===== config.mk =====
export PLATFORM = sky130hd
export DESIGN_NAME = fft_frame_loader
export DESIGN_NICKNAME = d
export VERILOG_FILES = /design/src/rtl/fft_pkg.sv /design/src/rtl/fft_frame_bank.sv /design/src/rtl/fft_frame_loader.sv
export SDC_FILE = /design/constraint.sdc
export NUM_CORES = 1
export LEC_CHECK = 0
export CAP_MARGIN = 15
export CELL_PAD_IN_SITES_DETAIL_PLACEMENT = 0
export CELL_PAD_IN_SITES_GLOBAL_PLACEMENT = 2
export CORE_ASPECT_RATIO = 0.75
export CORE_MARGIN = 1.5
export CORE_UTILIZATION = 36
export CTS_CLUSTER_DIAMETER = 30
export DETAILED_ROUTE_END_ITERATION = 10
export PLACE_DENSITY = 0.8
export SYNTH_ARGS = -nofsm -noshare
export SYNTH_HDL_FRONTEND = slang
export SYNTH_SLANG_ARGS = --single-unit

===== constraint.sdc =====
create_clock -name clk2 -period 2.6 [get_ports clk2]
set_input_delay 0.52 -clock clk2 [delete_from_list [all_inputs] [get_ports clk2]]
set_output_delay 0.52 -clock clk2 [all_outputs]
set_load 0.005 [all_outputs]

===== src/rtl/fft_pkg.sv =====
// Shared constants and helpers for the FFT input stage.
package fft_pkg;
  localparam int IN_ELEMENT_LENGTH_DEF = 8;
  localparam int N_POINTS_DEF          = 32;
  localparam int IDX_W                 = $clog2(N_POINTS_DEF);
  localparam int BITREV_MAX_W          = 16;

  // Reverse the low w bits of idx; bits above w come back zero.
  function automatic logic [BITREV_MAX_W-1:0] bitrev(input logic [BITREV_MAX_W-1:0] idx,
                                                     input int w);
    logic [BITREV_MAX_W-1:0] r;
    r = '0;
    for (int i = 0; i < BITREV_MAX_W; i++)
      if (i < w) r[w-1-i] = idx[i];
    return r;
  endfunction
endpackage


===== src/rtl/fft_frame_bank.sv =====
// One frame bank: N slots of W bits, single write port, whole bank read out packed.
module fft_frame_bank #(
  parameter int W = 8,
  parameter int N = 32
) (
  input  logic                 clk2,
  input  logic                 rst_n,
  input  logic                 i_we,
  input  logic [$clog2(N)-1:0] i_slot,
  input  logic [W-1:0]         i_data,
  output logic [N*W-1:0]       o_data
);
  logic [N-1:0][W-1:0] r_mem;

  always_ff @(posedge clk2 or negedge rst_n) begin
    if (!rst_n)    r_mem <= '0;
    else if (i_we) r_mem[i_slot] <= i_data;
  end

  assign o_data = r_mem;
endmodule


===== src/rtl/fft_frame_loader.sv =====
// Serial-to-parallel frame loader: ping-pong banks filled from a sample stream,
// each finished frame offered as one packed word.
module fft_frame_loader
  import fft_pkg::*;
#(
  parameter int IN_ELEMENT_LENGTH = IN_ELEMENT_LENGTH_DEF,
  parameter int N_POINTS          = N_POINTS_DEF,
  parameter int BIT_REVERSE       = 1
) (
  input  logic                            clk2,
  input  logic                            rst_n,
  input  logic                            flush,
  input  logic                            s_valid,
  output logic                            s_ready,
  input  logic [IN_ELEMENT_LENGTH-1:0]    s_data,
  input  logic                            s_last,
  output logic                            frame_valid,
  input  logic                            frame_ready,
  output logic [N_POINTS*IN_ELEMENT_LENGTH-1:0] frame_data,
  output logic                            err
);
  localparam int W  = IN_ELEMENT_LENGTH;
  localparam int IW = $clog2(N_POINTS);
  localparam int FW = N_POINTS * W;

  logic [1:0]          r_full;
  logic                r_wr_bank;
  logic                r_rd_bank;
  logic                r_err;
  logic [IW-1:0]       r_wr_idx;

  logic                w_acc;
  logic                w_last_slot;
  logic                w_early;
  logic                w_store;
  logic                w_done;
  logic                w_drain;
  logic [IW-1:0]       w_slot;
  logic [1:0]          w_we;
  logic [1:0]          w_full_nxt;
  logic [1:0][FW-1:0]  w_bank_data;

  assign s_ready     = !r_full[r_wr_bank] && !flush;
  assign w_acc       = s_valid && s_ready;
  assign w_last_slot = (r_wr_idx == IW'(N_POINTS - 1));
  // s_last before the final slot drops the partial frame; that sample is not stored.
  assign w_early     = w_acc && s_last && !w_last_slot;
  assign w_store     = w_acc && !w_early;
  assign w_done      = w_store && w_last_slot;
  assign w_drain     = frame_valid && frame_ready && !flush;
  assign w_slot      = (BIT_REVERSE != 0) ? IW'(bitrev(BITREV_MAX_W'(r_wr_idx), IW)) : r_wr_idx;

  genvar b;
  generate
    for (b = 0; b < 2; b++) begin : g_bank
      assign w_we[b] = w_store && (r_wr_bank == 1'(b));
      fft_frame_bank #(.W(W), .N(N_POINTS)) u_bank (
        .clk2   (clk2),
        .rst_n  (rst_n),
        .i_we   (w_we[b]),
        .i_slot (w_slot),
        .i_data (s_data),
        .o_data (w_bank_data[b])
      );
    end
  endgenerate

  // Completion always targets the empty write bank and drain the full read bank,
  // so both can land in the same cycle without touching the same flag.
  always_comb begin
    w_full_nxt = r_full;
    if (w_drain) w_full_nxt[r_rd_bank] = 1'b0;
    if (w_done)  w_full_nxt[r_wr_bank] = 1'b1;
  end

  always_ff @(posedge clk2 or negedge rst_n) begin
    if (!rst_n) begin
      r_full    <= '0;
      r_wr_bank <= 1'b0;
      r_rd_bank <= 1'b0;
      r_wr_idx  <= '0;
      r_err     <= 1'b0;
    end else if (flush) begin
      r_full    <= '0;
      r_wr_bank <= 1'b0;
      r_rd_bank <= 1'b0;
      r_wr_idx  <= '0;
      r_err     <= 1'b0;
    end else begin
      r_full <= w_full_nxt;
      r_err  <= w_early || (w_done && !s_last);
      if (w_drain) r_rd_bank <= ~r_rd_bank;
      if (w_done)  r_wr_bank <= ~r_wr_bank;
      if (w_early)      r_wr_idx <= '0;
      else if (w_store) r_wr_idx <= r_wr_idx + 1'b1;
    end
  end

  assign frame_valid = r_full[r_rd_bank];
  assign frame_data  = w_bank_data[r_rd_bank];
  assign err         = r_err;
endmodule


==> run summary, run 1 <==
Most used DFF post-synth: dfrtp_1
Synth Instances: 1,532
peak fanout along the critical path: 6
IR drop worst, VDD: 530.3 uV
CP Class: reg -> out
Crit. End Element: output port
flops & latches, synth: 522
reg2reg setup slack: 0.11 ns
# nets final: 2,029
pre-CTS setup slack: 0.08239 ns
min Tclk post-route: 2.819 ns
Port Buffers: 272
worst hold stages: 2
DP Area: 27,940 um2
worst slew pin tran: 0.8106 ns
Worst Path Required: 2.08 ns
Placer Congestion: 0.7431
crit-path cells: buf_12, buf_12, buf_8, buf_6, buf_6, mux2_4, buf_6
vias in the first global route: 15,650
post-synth cell types: 36
# DRC: 0
insertion delay to the later sink of the worst-skew pair: 0.65 ns
slew margin rel.: 0.4596
most frequent cells after synthesis: mux2_2, dfrtp_1, clkbuf_1, nor2_2, nand2_1
Sink Count: 522
dpl hpwl: 38,730 um
Via density: 4.920
YS warnings: 0
router iterations before antenna repair: 4
via count: 14,554
drt wl/cell: 21.52 um
mapped cell area: 23,120 um2
Setup violations, final: 138
initial antenna violation count: 1
EDFF count, synth: 0
worst r2r src: r_wr_idx[1]
Starting DRT DRC Count: 538
top-count cell post-synth: mux2_2
# H-tree levels: 3
Yosys top cell area share: 0.5651
Bufs and invs on worst path: 6
first-pass GRT wire length: 96,430 um
area grow syn2layout: 42.62%
final hold vios: 0
die boundary width: 295.6 um
cells on worst reg2reg path: 8
Max Cap Viol: 0
Data arrival, critical path: 2.30 ns
Root Buffer: clkbuf_16
final cycle utilization of the critical path: 1.084
startpoint types: flip-flop
Final Max Slew Viols: 0
largest net degree at the start of global routing: 73
skew final: 0.02549 ns
Clk pin slew, worst setup/hold paths: 0.05 ns
CTS buffer count: 105
ANT cells: 0
number of fill cells in the layout: 5,267
number of I/O pins: 273
CTS tree: done
hold_sp: s_data[3]
reg-to-reg endpoint: g_bank[0].u_bank.o_data[200]
antenna viol nets, final: 0
failing checks: negative setup slack
register area share after synthesis: 0.5651
Site Rows: 80
RSZ-0062 raised after global routing: yes
Leakage: 17.79 nW
status: complete, but fails checks
synthesized area per cell: 15.09 um2
Synth area leader: dfrtp_1
fmax: 0.3547 GHz
setup ws final: -0.2191 ns
final instance area: 32,970 um2
clock buffer depth: 3
Die Area: 65,760 um2
asr flop ratio synth: 1.000
crit-path most repeated cell: buf_6
initial core utilization: 0.3637
layout cells sized above 1: 0.6500
Total GRT Usage: 0.1924
peak per-stage delay on the critical path: 0.55 ns
delay-heaviest family, CP: buffers and inverters
Hold Path Class: in -> reg
syn nets: 1,553
CP max-delay cell: dfrtp_4
synth top area cells: dfrtp_1, mux2_2, clkbuf_1, nor2_4, nor2_2
Total Routed Length: 63,640 um
Remaining Overflow, GRT: 0
Pwr Density: 694.2 nW/um2
area of the core: 63,560 um2
Worst Hold End: g_bank[0].u_bank.o_data[235]
Die H: 222.5 um
## sequential cells by signal (all words and copies together) (netlist names)
register              count
r_full                    2
r_wr_bank                 1
err                       1
r_rd_bank                 1
g_bank.u_bank.o_data    512
r_wr_idx                  5
## logic make-up (layout without fill, tap and decap cells)
| family | after synthesis | in the layout | share of synthesized area |
|---|---|---|---|
| flip-flops | 522 | 522 | 0.5651 |
| multiplexers | 773 | 773 | 0.3766 |
| AO/OA/AOI/OAI | 7 | 7 | 0.001678 |
| XOR/XNOR | 1 | 1 | 0.0003789 |
| adder cells (fa/ha/maj) | 7 | 7 | 0.003789 |
| AND/OR/NAND/NOR | 117 | 117 | 0.03415 |
| buffers and inverters | 105 | 670 | 0.01835 |
## cell type report
| class | count | area [um2] | share of cell area |
|---|---|---|---|
| Tap cell | 861 | 1077 | 0.03267 |
| Timing Repair Buffer | 470 | 5140 | 0.1559 |
| Inverter | 4 | 15.01 | 0.0004554 |
| Clock inverter | 63 | 815.8 | 0.02474 |
| Clock buffer | 133 | 2954 | 0.08960 |
| Multi-Input combinational cell | 905 | 9901 | 0.3003 |
| Sequential cell | 522 | 13070 | 0.3963 |
## per-stage QoR
stage,hold slack [ns],TNS (ns),util,std cells,total power [mW]
6_report,0.2153,-10.94,0.5187,2958,22.89
5_1_grt,0.1942,-21.39,0.5187,2958,23.64
3_5_place_dp,0.4878,0,0.4395,2671,9.141
3_3_place_gp,0.4812,0,0.4395,2671,9.125
2_1_floorplan,0.2244,0,-,1532,8.605
4_1_cts,0.1785,-36.37,0.5060,2898,23.16
## power breakdown
| group | total (mW) | switching [mW] | internal (mW) |
|---|---|---|---|
| Combinational | 0.747 | 0.473 | 0.274 |
| Sequential | 8.24 | 0.0311 | 8.21 |
| Clock | 13.9 | 4.75 | 9.15 |
| Total | 22.9 | 5.25 | 17.6 |
## metal layers
layer,track usage,vias up,routed length [um]
li1,-,6480,-
met1,0.2708,7692,29380
met2,0.3046,295,30080
met3,0.03661,87,3145
met4,0.04847,0,1044
met5,0,-,0
## placed cells by master (no fill, tap or decap), drive strengths merged, types with 2 or more instances in the layout
cell type / n
mux2: 771
dfrtp: 522
buf: 262
clkbuf: 213
dlymetal6s2s: 83
nor2: 54
dlygate4sd2: 29
inv: 23
nand2: 22
clkinv: 22
nand3: 16
clkinvlp: 12
clkdlybuf4s50: 12
bufinv: 10
ha: 7
and3: 5
nor2b: 5
nand2b: 4
a21oi: 3
nand4: 3
clkdlybuf4s15: 3
o22ai: 2
mux2i: 2
## worst max path at each step
stage	slack (ns)	startpoint	end	cells past startpoint
final	-0.22	r_rd_bank	frame_data[218]	7
after global routing	-0.28	r_rd_bank	frame_data[12]	4
after CTS	-0.32	r_rd_bank	frame_data[3]	4
after detailed placement	0.08	s_valid	g_bank[0].u_bank.o_data[84]	7
after global placement	0.07	s_valid	g_bank[0].u_bank.o_data[87]	7
after floorplan	0.16	r_wr_idx[3]	g_bank[1].u_bank.o_data[100]	9
## what timing repair did
action	4_1_cts	5_1_grt
setup buffers	24	55
endpoints found under the setup margin	258	276
hold endpoints to repair	51	0
pin swaps	0	1
resized for setup	458	319
hold buffers	1	0
gates cloned	7	9
Note: power is estimated with default switching activity, not from simulation.
==> run 2, diff against run 1 <==
--- a/config.mk
+++ b/config.mk
@@ -10,10 +10,10 @@
 export CELL_PAD_IN_SITES_GLOBAL_PLACEMENT = 2
 export CORE_ASPECT_RATIO = 0.75
 export CORE_MARGIN = 1.5
-export CORE_UTILIZATION = 36
+export CORE_UTILIZATION = 35
 export CTS_CLUSTER_DIAMETER = 30
 export DETAILED_ROUTE_END_ITERATION = 10
-export PLACE_DENSITY = 0.8
+export PLACE_DENSITY = 0.78
 export SYNTH_ARGS = -nofsm -noshare
 export SYNTH_HDL_FRONTEND = slang
 export SYNTH_SLANG_ARGS = --single-unit
==> run 2 against run 1 <==
Against the previous run: register-to-register slack worse by 0.03 ns; combinational power up 4.6%; sequential power is essentially flat; the flow still finishes with violations (negative setup slack); setup slack lost 0.019 ns; clock skew rose by 0.0028 ns; power up 2.4%; worst hold slack improved by 0.16 ns; final cell count grew 0.41%; die area grew 2.8%; maximum frequency down 0.68%; clock power increased by 4%.
==> run summary, run 2 (synthesized netlist as in run 1, its figures left out) <==
slew margin rel.: 0.5629 (+0.1033)
Remaining Overflow, GRT: 0 (unchanged)
Port Buffers: 272 (unchanged)
Total GRT Usage: 0.1893 (-0.003079)
setup ws final: -0.2384 ns (-0.01927 ns)
drt wl/cell: 21.99 um (+2.2%)
Clk pin slew, worst setup/hold paths: 0.05 ns (about the same)
Die H: 225.6 um (+1.4%)
failing checks: negative setup slack
Util after Layout: 0.5072 (-0.01153)
initial core utilization: 0.3542 (-0.009510)
final cycle utilization of the critical path: 1.092 (+0.007412)
delay-heaviest family, CP: buffers and inverters
clock buffer depth: 3 (unchanged)
RSZ-0062 raised after global routing: yes
Pwr Density: 707.7 nW/um2 (+1.9%)
WP depth: 4 (-3)
startpoint types: flip-flop
first-pass GRT wire length: 97,380 um (+0.99%)
switching pwr: 5.118 mW (-2.6%)
Placer Congestion: 0.7464 (+0.44%)
Crit. End Element: output port
layout cells sized above 1: 0.6652 (+0.01526)
die boundary width: 299.8 um (+1.4%)
Flop pwr share: 0.352 (-0.008)
Worst Path Required: 2.08 ns (about the same)
Via density: 4.878 (-0.85%)
fmax: 0.3523 GHz (-0.68%)
pre-CTS setup slack: -0.001269 ns (-0.08366 ns)
antenna viol nets, final: 0 (unchanged)
Data arrival, critical path: 2.32 ns (+0.02 ns)
Final Max Slew Viols: 0 (unchanged)
min Tclk post-route: 2.838 ns (+0.01927 ns)
vias in the first global route: 15,775 (+0.80%)
# nets final: 2,026 (-0.15%)
Sink Count: 522 (unchanged)
Site Rows: 81 (+1.3%)
skew final: 0.02834 ns (+0.002848 ns)
Max Cap Viol: 0 (unchanged)
final hold vios: 0 (unchanged)
insertion delay to the later sink of the worst-skew pair: 0.64 ns (about the same)
largest net degree at the start of global routing: 88 (+21%)
Setup violations, final: 217 (+57%)
worst r2r src: r_wr_idx[1]
worst slew pin tran: 0.6556 ns (-0.1550 ns)
Die Area: 67,620 um2 (+2.8%)
total internal power: 18.31 mW (+3.8%)
number of I/O pins: 273 (unchanged)
Clk network pwr share: 0.615 (+0.007)
CP Class: reg -> out
Tot Pwr: 23.43 mW (+2.4%)
setup_tns: -22.24 ns (-11.30 ns)
reg-to-reg endpoint: g_bank[0].u_bank.o_data[22]
IR drop worst, VDD: 465.1 uV (-12%)
reg2reg setup slack: 0.08 ns (-0.03 ns)
CP max-delay cell: dfrtp_4
area grow syn2layout: 43.20%
Sw Share: 0.2185 (-0.01111)
Leakage: 16.78 nW (-5.7%)
# H-tree levels: 3 (unchanged)
Bufs and invs on worst path: 3 (-3)
# DRC: 0 (unchanged)
crit-path cells: buf_6, clkbuf_16, mux2_2, clkdlybuf4s50_1
status: complete, but fails checks
cells on worst reg2reg path: 8 (unchanged)
max FFs per register: 512 (unchanged)
Starting DRT DRC Count: 432 (-20%)
Gate power share: 0.033 (about the same)
peak per-stage delay on the critical path: 0.47 ns (-0.08 ns)
Root Buffer: clkbuf_16
CTS buffer count: 109 (+3.8%)
Total Routed Length: 65,320 um (+2.6%)
dpl hpwl: 39,090 um (+0.93%)
via count: 14,489 (-0.45%)
Hold Path Class: in -> async
area of the core: 65,270 um2 (+2.7%)
CTS tree: done
router iterations before antenna repair: 4 (unchanged)
initial antenna violation count: 1 (unchanged)
peak fanout along the critical path: 12 (+6)
commonest non-fill, non-tap cell in the layout: mux2_2
most frequent cells in the layout: mux2_2, dfrtp_1, clkbuf_16
[run 2: final cells by class]
type	instances	area, um2
Timing Repair Buffer	463	5109
Multi-Input combinational cell	905	9945
Tap cell	871	1090
Inverter	4	15.01
Antenna cell	2	5.005
Clock inverter	66	847.1
Fill cell	5488	32160
Sequential cell	522	13070
Clock buffer	137	3025
[run 2: timing repair]
action,CTS,global route
buffers inserted,23,56
cloned,5,12
endpoints found under the hold margin,25,0
hold buffers,1,0
setup endpoints to repair,258,326
resized for setup,406,386
pin swaps,0,2
[run 2: layer usage]
metal	wire length [um]	up-vias	share of wire	track usage
li1	-	6453	-	-
met1	30400	7628	0.47	0.2587
met2	30490	319	0.47	0.2972
met3	3100	89	0.047	0.04473
met4	1338	0	0.020	0.05898
met5	0	-	0	0
[run 2: worst max path at each step]
stage,startpoint,endpoint,slack [ns]
final,r_rd_bank,frame_data[131],-0.24
after global routing,r_rd_bank,frame_data[131],-0.31
after CTS,r_rd_bank,frame_data[174],-0.33
after detailed placement,s_valid,g_bank[0].u_bank.o_data[80],-0.001
after global placement,flush,g_bank[0].u_bank.o_data[80],-0.09
after floorplan,r_wr_idx[3],g_bank[1].u_bank.o_data[100],0.16
[run 2: power groups by stage]
stage / Clock [mW] / Sequential, mW / Combinational, mW
6_report: 14.4 / 8.24 / 0.781
5_1_grt: 15.1 / 8.24 / 0.853
4_1_cts: 14.7 / 8.24 / 0.795
3_5_place_dp: 0 / 8.37 / 0.785
3_3_place_gp: 0 / 8.36 / 0.773
2_1_floorplan: 0 / 8.36 / 0.247
[run 2: stage by stage]
| step | hold WS, ns | cell area, um2 | instances |
|---|---|---|---|
| 2_1_floorplan | 0.2244 | 23120 | 1532 |
| 4_1_cts | 0.3561 | 32250 | 2904 |
| 6_report | 0.3711 | 33100 | 2970 |
| 3_3_place_gp | 0.4131 | 27960 | 2672 |
| 3_5_place_dp | 0.4178 | 27960 | 2672 |
| 5_1_grt | 0.3728 | 33100 | 2969 |
